$ cat config.mk
export PLATFORM = sky130hd
export DESIGN_NAME = mc_ctrl_fsm
export DESIGN_NICKNAME = d
export VERILOG_FILES = /design/src/rtl/mc_pkg.sv /design/src/rtl/mc_ctrl_decode.sv /design/src/rtl/mc_ctrl_fsm.sv
export SDC_FILE = /design/constraint.sdc
export NUM_CORES = 1
export LEC_CHECK = 0
export ABC_AREA = 1
export CORE_MARGIN = 10
export CORE_UTILIZATION = 40
export CTS_BUF_LIST = sky130_fd_sc_hd__clkbuf_8
export CTS_CLUSTER_DIAMETER = 40
export DETAILED_ROUTE_END_ITERATION = 10
export DONT_BUFFER_PORTS = 1
export GPL_ROUTABILITY_DRIVEN = 0
export HOLD_SLACK_MARGIN = 0.08
export PLACE_DENSITY = 0.58
export SETUP_SLACK_MARGIN = 0.5
export SYNTH_ARGS = -nofsm -noshare
export SYNTH_HDL_FRONTEND = slang
export SYNTH_SLANG_ARGS = --single-unit
$ cat constraint.sdc
create_clock -name clk -period 5.7 [get_ports clk]
set_clock_uncertainty 0.05 [all_clocks]
set_input_delay 0.285 -clock clk [delete_from_list [all_inputs] [get_ports clk]]
set_output_delay 0.285 -clock clk [all_outputs]
set_load 0.05 [all_outputs]
$ cat src/rtl/mc_pkg.sv
// mc_pkg: shared states, opcodes, select encodings and control word for the multi-cycle controller
package mc_pkg;
  typedef enum logic [4:0] {
    S_IF, S_ID, S_MEMADR, S_MEMLW, S_LWWB, S_SW, S_EXE, S_RTWB,
    S_BEQ, S_BNE, S_J, S_JAL, S_JR, S_ADDI, S_SLTI, S_ITWB, S_TRAP
  } state_t;
  localparam logic [5:0] OP_RTYPE = 6'b000000;
  localparam logic [5:0] OP_LW    = 6'b100011;
  localparam logic [5:0] OP_SW    = 6'b101011;
  localparam logic [5:0] OP_BEQ   = 6'b000100;
  localparam logic [5:0] OP_BNE   = 6'b000101;
  localparam logic [5:0] OP_J     = 6'b000010;
  localparam logic [5:0] OP_JAL   = 6'b000011;
  localparam logic [5:0] OP_JR    = 6'b000110;
  localparam logic [5:0] OP_ADDI  = 6'b001001;
  localparam logic [5:0] OP_SLTI  = 6'b001010;
  localparam logic [1:0] ALUOP_ADD = 2'b00, ALUOP_SUB = 2'b01, ALUOP_FUNC = 2'b10, ALUOP_SLT = 2'b11;
  localparam logic [1:0] SRCB_B = 2'b00, SRCB_4 = 2'b01, SRCB_IMM = 2'b10, SRCB_BR = 2'b11;
  localparam logic [1:0] PCSRC_ALU = 2'b00, PCSRC_ALUOUT = 2'b01, PCSRC_JUMP = 2'b10, PCSRC_JR = 2'b11;
  localparam logic [1:0] REGDST_RT = 2'b00, REGDST_RD = 2'b01, REGDST_RA = 2'b10;
  localparam logic [1:0] M2R_ALU = 2'b00, M2R_MDR = 2'b01, M2R_PC = 2'b10;
  typedef struct packed {
    logic [1:0] reg_dst;
    logic [1:0] mem_to_reg;
    logic       reg_write;
    logic       mem_read;
    logic       mem_write;
    logic       lord;
    logic       ir_write;
    logic       alu_srca;
    logic [1:0] alu_srcb;
    logic [1:0] alu_op;
    logic [1:0] pc_src;
    logic       pc_write_en;
    logic       trap;
    logic       retire;
  } ctl_t;
  function automatic state_t id_next(logic [5:0] op, logic trap_en);
    case (op)
      OP_RTYPE:     return S_EXE;
      OP_LW, OP_SW: return S_MEMADR;
      OP_BEQ:       return S_BEQ;
      OP_BNE:       return S_BNE;
      OP_J:         return S_J;
      OP_JAL:       return S_JAL;
      OP_JR:        return S_JR;
      OP_ADDI:      return S_ADDI;
      OP_SLTI:      return S_SLTI;
      default:      return trap_en ? S_TRAP : S_IF;
    endcase
  endfunction
endpackage

$ cat src/rtl/mc_ctrl_decode.sv
// mc_ctrl_decode: combinational state to control-word decode
module mc_ctrl_decode import mc_pkg::*; (
  input  logic [4:0]               i_state,
  input  logic                     i_rdy,
  input  logic                     i_zero,
  output logic [$bits(ctl_t)-1:0]  o_ctl
);
  ctl_t w_c;
  assign o_ctl = w_c;
  always_comb begin
    w_c = '0;
    case (state_t'(i_state))
      S_IF: begin
        w_c.mem_read = 1'b1;
        w_c.alu_srcb = SRCB_4;
        w_c.alu_op = ALUOP_ADD;
        w_c.pc_src = PCSRC_ALU;
        w_c.ir_write = i_rdy;
        w_c.pc_write_en = i_rdy;
      end
      S_ID: w_c.alu_srcb = SRCB_BR;
      S_MEMADR: begin
        w_c.alu_srca = 1'b1;
        w_c.alu_srcb = SRCB_IMM;
      end
      S_MEMLW: begin
        w_c.mem_read = 1'b1;
        w_c.lord = 1'b1;
      end
      S_LWWB: begin
        w_c.reg_write = 1'b1;
        w_c.reg_dst = REGDST_RT;
        w_c.mem_to_reg = M2R_MDR;
        w_c.retire = 1'b1;
      end
      S_SW: begin
        w_c.mem_write = 1'b1;
        w_c.lord = 1'b1;
        w_c.retire = i_rdy;
      end
      S_EXE: begin
        w_c.alu_srca = 1'b1;
        w_c.alu_srcb = SRCB_B;
        w_c.alu_op = ALUOP_FUNC;
      end
      S_RTWB: begin
        w_c.reg_write = 1'b1;
        w_c.reg_dst = REGDST_RD;
        w_c.mem_to_reg = M2R_ALU;
        w_c.retire = 1'b1;
      end
      S_BEQ, S_BNE: begin
        w_c.alu_srca = 1'b1;
        w_c.alu_op = ALUOP_SUB;
        w_c.pc_src = PCSRC_ALUOUT;
        w_c.pc_write_en = (state_t'(i_state) == S_BEQ) ? i_zero : ~i_zero;
        w_c.retire = 1'b1;
      end
      S_J: begin
        w_c.pc_write_en = 1'b1;
        w_c.pc_src = PCSRC_JUMP;
        w_c.retire = 1'b1;
      end
      S_JAL: begin
        w_c.pc_write_en = 1'b1;
        w_c.pc_src = PCSRC_JUMP;
        w_c.reg_write = 1'b1;
        w_c.reg_dst = REGDST_RA;
        w_c.mem_to_reg = M2R_PC;
        w_c.retire = 1'b1;
      end
      S_JR: begin
        w_c.pc_write_en = 1'b1;
        w_c.pc_src = PCSRC_JR;
        w_c.retire = 1'b1;
      end
      S_ADDI, S_SLTI: begin
        w_c.alu_srca = 1'b1;
        w_c.alu_srcb = SRCB_IMM;
        w_c.alu_op = (state_t'(i_state) == S_SLTI) ? ALUOP_SLT : ALUOP_ADD;
      end
      S_ITWB: begin
        w_c.reg_write = 1'b1;
        w_c.reg_dst = REGDST_RT;
        w_c.mem_to_reg = M2R_ALU;
        w_c.retire = 1'b1;
      end
      S_TRAP: w_c.trap = 1'b1;
      default: w_c = '0;
    endcase
  end
endmodule

$ cat src/rtl/mc_ctrl_fsm.sv
// mc_ctrl_fsm: multi-cycle MIPS control FSM with memory wait states, trap state and retire counter
module mc_ctrl_fsm import mc_pkg::*; #(
  parameter int CNT_W       = 32,
  parameter bit MEM_WAIT_EN = 1'b1,
  parameter bit TRAP_EN     = 1'b1
) (
  input  logic             clk,
  input  logic             rst,
  input  logic [5:0]       opcode,
  input  logic             zero,
  input  logic             mem_ready,
  output logic [1:0]       reg_dst,
  output logic [1:0]       mem_to_reg,
  output logic             reg_write,
  output logic             mem_read,
  output logic             mem_write,
  output logic             lord,
  output logic             ir_write,
  output logic             alu_srca,
  output logic [1:0]       alu_srcb,
  output logic [1:0]       alu_op,
  output logic [1:0]       pc_src,
  output logic             pc_write_en,
  output logic             trap,
  output logic             retire,
  output logic [CNT_W-1:0] instr_count
);
  state_t r_state, w_next;
  ctl_t w_ctl;
  logic w_rdy;
  logic [CNT_W-1:0] r_count;
  assign w_rdy = MEM_WAIT_EN ? mem_ready : 1'b1;
  mc_ctrl_decode u_dec (
    .i_state(r_state),
    .i_rdy(w_rdy),
    .i_zero(zero),
    .o_ctl(w_ctl)
  );
  assign {reg_dst, mem_to_reg, reg_write, mem_read, mem_write, lord, ir_write, alu_srca,
          alu_srcb, alu_op, pc_src, pc_write_en, trap, retire} = rst ? '0 : w_ctl;
  assign instr_count = r_count;
  always_comb begin
    w_next = S_IF;
    case (r_state)
      S_IF:           w_next = w_rdy ? S_ID : S_IF;
      S_ID:           w_next = id_next(opcode, TRAP_EN);
      S_MEMADR:       w_next = (opcode == OP_SW) ? S_SW : S_MEMLW;
      S_MEMLW:        w_next = w_rdy ? S_LWWB : S_MEMLW;
      S_SW:           w_next = w_rdy ? S_IF : S_SW;
      S_EXE:          w_next = S_RTWB;
      S_ADDI, S_SLTI: w_next = S_ITWB;
      S_TRAP:         w_next = S_TRAP;
      default:        w_next = S_IF;
    endcase
  end
  always_ff @(posedge clk) begin
    if (rst) begin
      r_state <= S_IF;
      r_count <= '0;
    end else begin
      r_state <= w_next;
      r_count <= r_count + CNT_W'(w_ctl.retire);
    end
  end
endmodule

==> results.toml, run 1 <==
[run_status]
status = "finished clean"

[clock_tree]
post_cts_resized = 0
cts_sinks = 37
cts.path.max_buffers = 2
cts_buffers = 5
htreeDepth = 2
clk_pin_slew_ps = 80
cts_tree = "built"
cts_root_buf = "clkbuf_8"
worstSkewPairLatency_ps = 290

[layout]
final_core_util_pct = 44.8
antenna_cells = 0
final_cell_mix = "nand2_1 (119), nor2_1 (83), inv_1 (43)"
final_cell_count_no_fill = 485
layout_commonest_cell = "nand2_1"
fin_nets = 421
area_growth_syn_to_layout_pct = 8.94
drive_above_1_share_pct = 8.05

[yosys]
ys.flop_type = "dfxtp_1"
synthCells = 407
syn-cell-area_sq_um = 2430
syn_nets = 419
async_reset_ff_share_pct = 0
synth_edf_count = 0
syn_area_per_cell_sq_um = 5.98
ys_ff_latch = 37
ys_warn_count = 0
synth_seq_area_share_pct = 30.4
synth.distinct_cells = 30

[power_and_ir_drop]
combPwrFrac_pct = 7.9
irDropWorstVdd_v = 0.000119
swShare_pct = 23.9
power_frac_seq_pct = 45.1
p_per_area_nw_per_um2 = 220
p_clk_share_pct = 47.0
p_int_mw = 0.443
p_switching_mw = 0.139
cellLeakagePower_nw = 1.01

[drt]
viasPerCell = 5.08
drt_iter0_drc = 72
firstDrtPassIters = 4
route.detailed.drc = 0
ant_nets = 0
drt_wl_total_mm = 7.17
dr_total_vias = 2463
wl_per_cell_microns = 14.8

[critical_path]
critPathBufInv = 1
worstSetupEndpointType = "register"
crit_type = "register to register"
cpPeakStageDelay_ps = 380
critical_path_arrival_ps = 2650
cp_top_family = "simple AND/OR/NAND/NOR gates"
crit_fanout = 7
critPathLaunchType = "register"
crit_required_ps = 5790
crit_slowest_cell = "dfxtp_1"
path_cells = "inv_1 > nor3_2 > a21oi_1 > nand3_1 > ha_1 > ha_1 > nand2_2 > nor2_4 > nand2_4 > nor2_8 > and3_1 > nor3_2"

[global_route]
grt_pass1_vias = 2286
grt_use_met1_pct = 16.8
grt.busiest_layer = "met2"
antenna_found_initial = 0
use_met2_pct = 24.9
use_met3_pct = 3.95
gr-total-overflow = 0
grt_max_degree = 28
grt_pass1_wl_mm = 11.6
grt.total_usage_pct = 14.4

[die]
initial_utilization_pct = 41.1
dieArea_sq_um = 9610
io_pins = 61
fp.dieW_microns = 98.0
die_y_microns = 98.0
core_area_sq_um = 5920
core.rowCount = 28

[sta]
fmax_mhz = 390
rsz0062_at_grt = "false"
tightest_slew_ps = 1220
hold_viol_final = 0
relSlewSlack_pct = 18.5
finalSetupTns_ps = 0
fin_crit_ps = 2560
slew_viol_final = 0
setup_viol = 0
finalCritPeriodShare_pct = 44.9

[min_path]
hold_class = "primary input to register"

[run]
cap_violations = 0

[placement]
hpwl_mm = 5.60
port_buffers = 0
dp_cells = 476
==> stage by stage <==
step	setup slack (ps)	cell area [sq um]	hold slack [ps]	power, mW
2_1_floorplan	3540	2430	484	0.309
3_3_place_gp	3370	2510	311	0.311
3_5_place_dp	3190	2510	312	0.311
4_1_cts	3150	2650	83.8	0.588
5_1_grt	2870	2650	89.1	0.602
6_report	3140	2650	89.4	0.582
==> kinds of logic (layout without fill, tap and decap cells) <==
logic type               after synthesis  in the layout  share of synthesized area, %
adder cells (fa/ha/maj)                2              2                          1.03
XOR/XNOR                               4              4                          1.44
flip-flops                            37             37                          30.4
AND/OR/NAND/NOR                      264            264                          48.5
AO/OA/AOI/OAI                         48             48                          10.5
buffers and inverters                 52             55                          8.17
==> Yosys cell counts (3+ instances only) <==
cell type | n | area share [%]
nor3_1 | 3 | 0.62
nand3b_1 | 10 | 3.1
nand2_1 | 119 | 18
a21oi_1 | 33 | 6.8
o21ai_0 | 8 | 1.6
nor2_1 | 84 | 13
clkbuf_1 | 6 | 0.92
a31oi_1 | 3 | 0.77
nor2_2 | 7 | 1.8
dfxtp_1 | 37 | 30
and3_1 | 3 | 0.77
nor2_4 | 4 | 1.8
nand3_1 | 23 | 4.7
inv_1 | 43 | 6.6
==> registers in the layout (all words and copies together) (netlist names) <==
| signal | flops |
|---|---|
| r_state | 5 |
| instr_count | 32 |
==> final timing paths <==
| kind | cells after the start | slack (ps) | to | startpoint |
|---|---|---|---|---|
| hold reg to reg | 2 | 580 | r_state[4] | r_state[4] |
| setup / recovery | 12 | 3140 | instr_count[16] | r_state[2] |
| setup reg to reg | 12 | 3140 | instr_count[16] | r_state[2] |
| hold / removal | 2 | 90 | instr_count[7] | rst |
==> power groups by stage <==
stage	registers [mW]	clock network, mW	logic [mW]
finish	0.262	0.274	0.0463
global route	0.263	0.288	0.0516
CTS	0.262	0.279	0.0466
detailed placement	0.269	0	0.0425
global placement	0.268	0	0.0423
floorplan	0.268	0	0.0406
==> final cells by class <==
| type | instances | area, sq um |
|---|---|---|
| clock inverters | 3 | 65.1 |
| fillers | 633 | 3270 |
| well taps | 75 | 93.8 |
| flip-flops and latches | 37 | 741 |
| multi-input cells | 318 | 1500 |
| inverters | 45 | 169 |
| clock buffers | 5 | 68.8 |
| repair buffers | 2 | 17.5 |
==> per-layer routing <==
metal | share of wire (%) | vias up
li1 | - | 1285
met1 | 42 | 1094
met2 | 49 | 75
met3 | 7.1 | 9
met4 | 1.6 | 0
met5 | 0 | -
==> repair_timing <==
action                                 in CTS  in global routing
endpoints found under the hold margin      27                  0
setup buffers                               0                  0
hold buffers                                1                  0
(Power assumes the default switching activity.)
==> run 2, diff against run 1 <==
Settings changed: ABC_AREA 1 to 0.
Clock period 5.7 ns to 2.55 ns, I/O delays scaled along.
==> results.toml, run 2 <==
[run_status]
status = "finished clean"

[power_and_ir_drop]
irDropWorstVdd_v = 0.000204
power_mw = 1.17
cellLeakagePower_nw = 1.16
p_per_area_nw_per_um2 = 367

[run]
cap_violations = 0

[clock_tree]
htreeDepth = 2
cts_sinks = 37
worstSkewPairLatency_ps = 300
cts_tree = "built"
cts_buffers = 5
clk_pin_slew_ps = 80
cts.path.max_buffers = 2
cts_root_buf = "clkbuf_8"

[critical_path]
crit_slowest_cell = "or4_4"
critPathBufInv = 1
cp_top_family = "simple AND/OR/NAND/NOR gates"
critPathLaunchType = "register"
crit_required_ps = 2740
reg2reg_from = "r_state[0]"
crit_type = "register to register"
worst-r2r-setup-slack_ps = 200
path_cells = "nand2b_4 > o211ai_1 > a21oi_2 > ha_4 > ha_4 > and3_4 > nand4_1 > buf_4 > or4_4 > a21oi_2"
worstSetupEndpointType = "register"
rr_worst_depth = 10
cpPeakStageDelay_ps = 420
rr_endpoint = "instr_count[28]"
crit_fanout = 4
critical_path_arrival_ps = 2540

[yosys]
synth_top_family_by_area = "simple AND/OR/NAND/NOR gates"
synth.area.mux_share_pct = 1.45
synth_compound_area_share_pct = 19.0
synth.distinct_cells = 47
synthXorXnorAreaFrac_pct = 5.45
syn-cell-area_sq_um = 2250
synth_top_area_cell = "dfxtp_1"
synthCells = 293
syn_nets = 305
ys.flop_type = "dfxtp_1"
yosysMostFrequentCell = "dfxtp_1"
synth_seq_area_share_pct = 32.9
ys_ff_latch = 37
synth_edf_count = 0
yosys.area_share.simple_pct = 34.9
synth_area_leaders = "dfxtp_1 (33%), a21oi_1 (6.2%), nor2_1 (5.0%), or4_1 (4.7%), o31ai_1 (4.0%)"
ys_warn_count = 0
yosys.area_share.adder_pct = 1.11
netlist_top_cells_count = "dfxtp_1 (37), nor2_1 (30), a21oi_1 (28)"
syn_area_per_cell_sq_um = 7.68
netlist.area_leader.share_pct = 32.9
async_reset_ff_share_pct = 0

[die]
fp.dieW_microns = 95.0
dieArea_sq_um = 9020
initial_utilization_pct = 41.1
core.rowCount = 27
io_pins = 61
die_y_microns = 95.0
core_area_sq_um = 5470

[sta]
setup_viol = 0
relSlewSlack_pct = 54.7
finalSetupTns_ps = 0
fmax_mhz = 426
finalCritPeriodShare_pct = 92.1
rsz0062_at_grt = "true"
fin_crit_ps = 2350
tightest_slew_ps = 678
slew_viol_final = 0
hold_viol_final = 0

[layout]
final_core_util_pct = 58.2
layout_commonest_cell = "buf_4"
fin_nets = 367
area_growth_syn_to_layout_pct = 41.5
design_area_sq_um = 3180
antenna_cells = 0
drive_above_1_share_pct = 35.7
largest_reg_flops = 32
final_cell_mix = "buf_4 (65), nor2_1 (30), dfxtp_1 (30)"

[global_route]
grt_pass1_vias = 2186
grt_pass1_wl_mm = 11.0
grt_max_degree = 36
antenna_found_initial = 0
gr-total-overflow = 0
grt.total_usage_pct = 14.9

[drt]
route.detailed.drc = 0
drt_wl_total_mm = 7.04
wl_per_cell_microns = 16.5
firstDrtPassIters = 4
viasPerCell = 5.68
dr_total_vias = 2432
ant_nets = 0
drt_iter0_drc = 128

[min_path]
worstHoldEndpoint = "r_state[4]"
hp-start = "opcode[0]"
hold_depth = 3
hold_class = "primary input to register"

[placement]
hpwl_mm = 4.97
placed_cell_area_sq_um = 2780
port_buffers = 0
[run 2: timing repair]
item                                    in CTS  in global routing
endpoints found under the hold margin       35                  0
endpoints found under the setup margin      20                 25
gates cloned                                 0                  0
hold buffers                                10                  0
pin swaps                                   14                  9
resized for setup                           12                 19
setup buffers                                7                  2
[run 2: cell families (layout without fill, tap and decap cells)]
| kind of cell | Yosys count | count (layout) |
|---|---|---|
| simple gates | 141 | 141 |
| compound gates | 68 | 68 |
| flops | 37 | 37 |
| buf+inv | 28 | 91 |
| xor+xnor | 14 | 14 |
| mux | 3 | 3 |
| fa+ha+maj | 2 | 2 |
[run 2: area by class of cell]
class	count	area, sq um
inverters	6	22.5
clock buffers	5	68.8
fillers	509	2290
flip-flops and latches	37	752
repair buffers	77	621
clock inverters	3	17.5
multi-input cells	228	1610
well taps	72	90.1
[run 2: where the power goes]
group,total [mW],leakage [nW],switching [mW],internal [mW]
clock network,0.411,0.0439,0.223,0.189
registers,0.585,0.302,0.00404,0.581
logic,0.171,0.810,0.103,0.0677
total,1.17,1.16,0.330,0.837
[run 2: worst max path at each step]
stage,start,end,cells after the start
final,r_state[0],instr_count[28],10
after detailed placement,r_state[0],instr_count[26],9
after CTS,r_state[0],instr_count[28],10
after global placement,r_state[0],instr_count[26],9
after floorplan,r_state[1],instr_count[26],11
after global routing,r_state[0],instr_count[28],10
[run 2: metrics by stage]
step,setup slack [ps],hold slack [ps],std cells
after floorplan,87.7,227,293
after global placement,100,151,401
after detailed placement,41.3,148,401
after CTS,213,86.2,426
after global routing,69.0,113,428
final,201,91.7,428
[run 2: worst register-to-register path: stages, from the launching register on]
cell,delay (ps)
dfxtp_2,360
nand2b_4,140
o211ai_1,100
a21oi_2,210
ha_4,180
ha_4,130
and3_4,190
nand4_1,150
buf_4,220
or4_4,420
a21oi_2,140
[run 2: metal layers]
layer	wire length (microns)	track usage [%]
met5	0	0
met4	142	5.49
met3	560	5.15
met2	3230	22.3
met1	3110	19.3
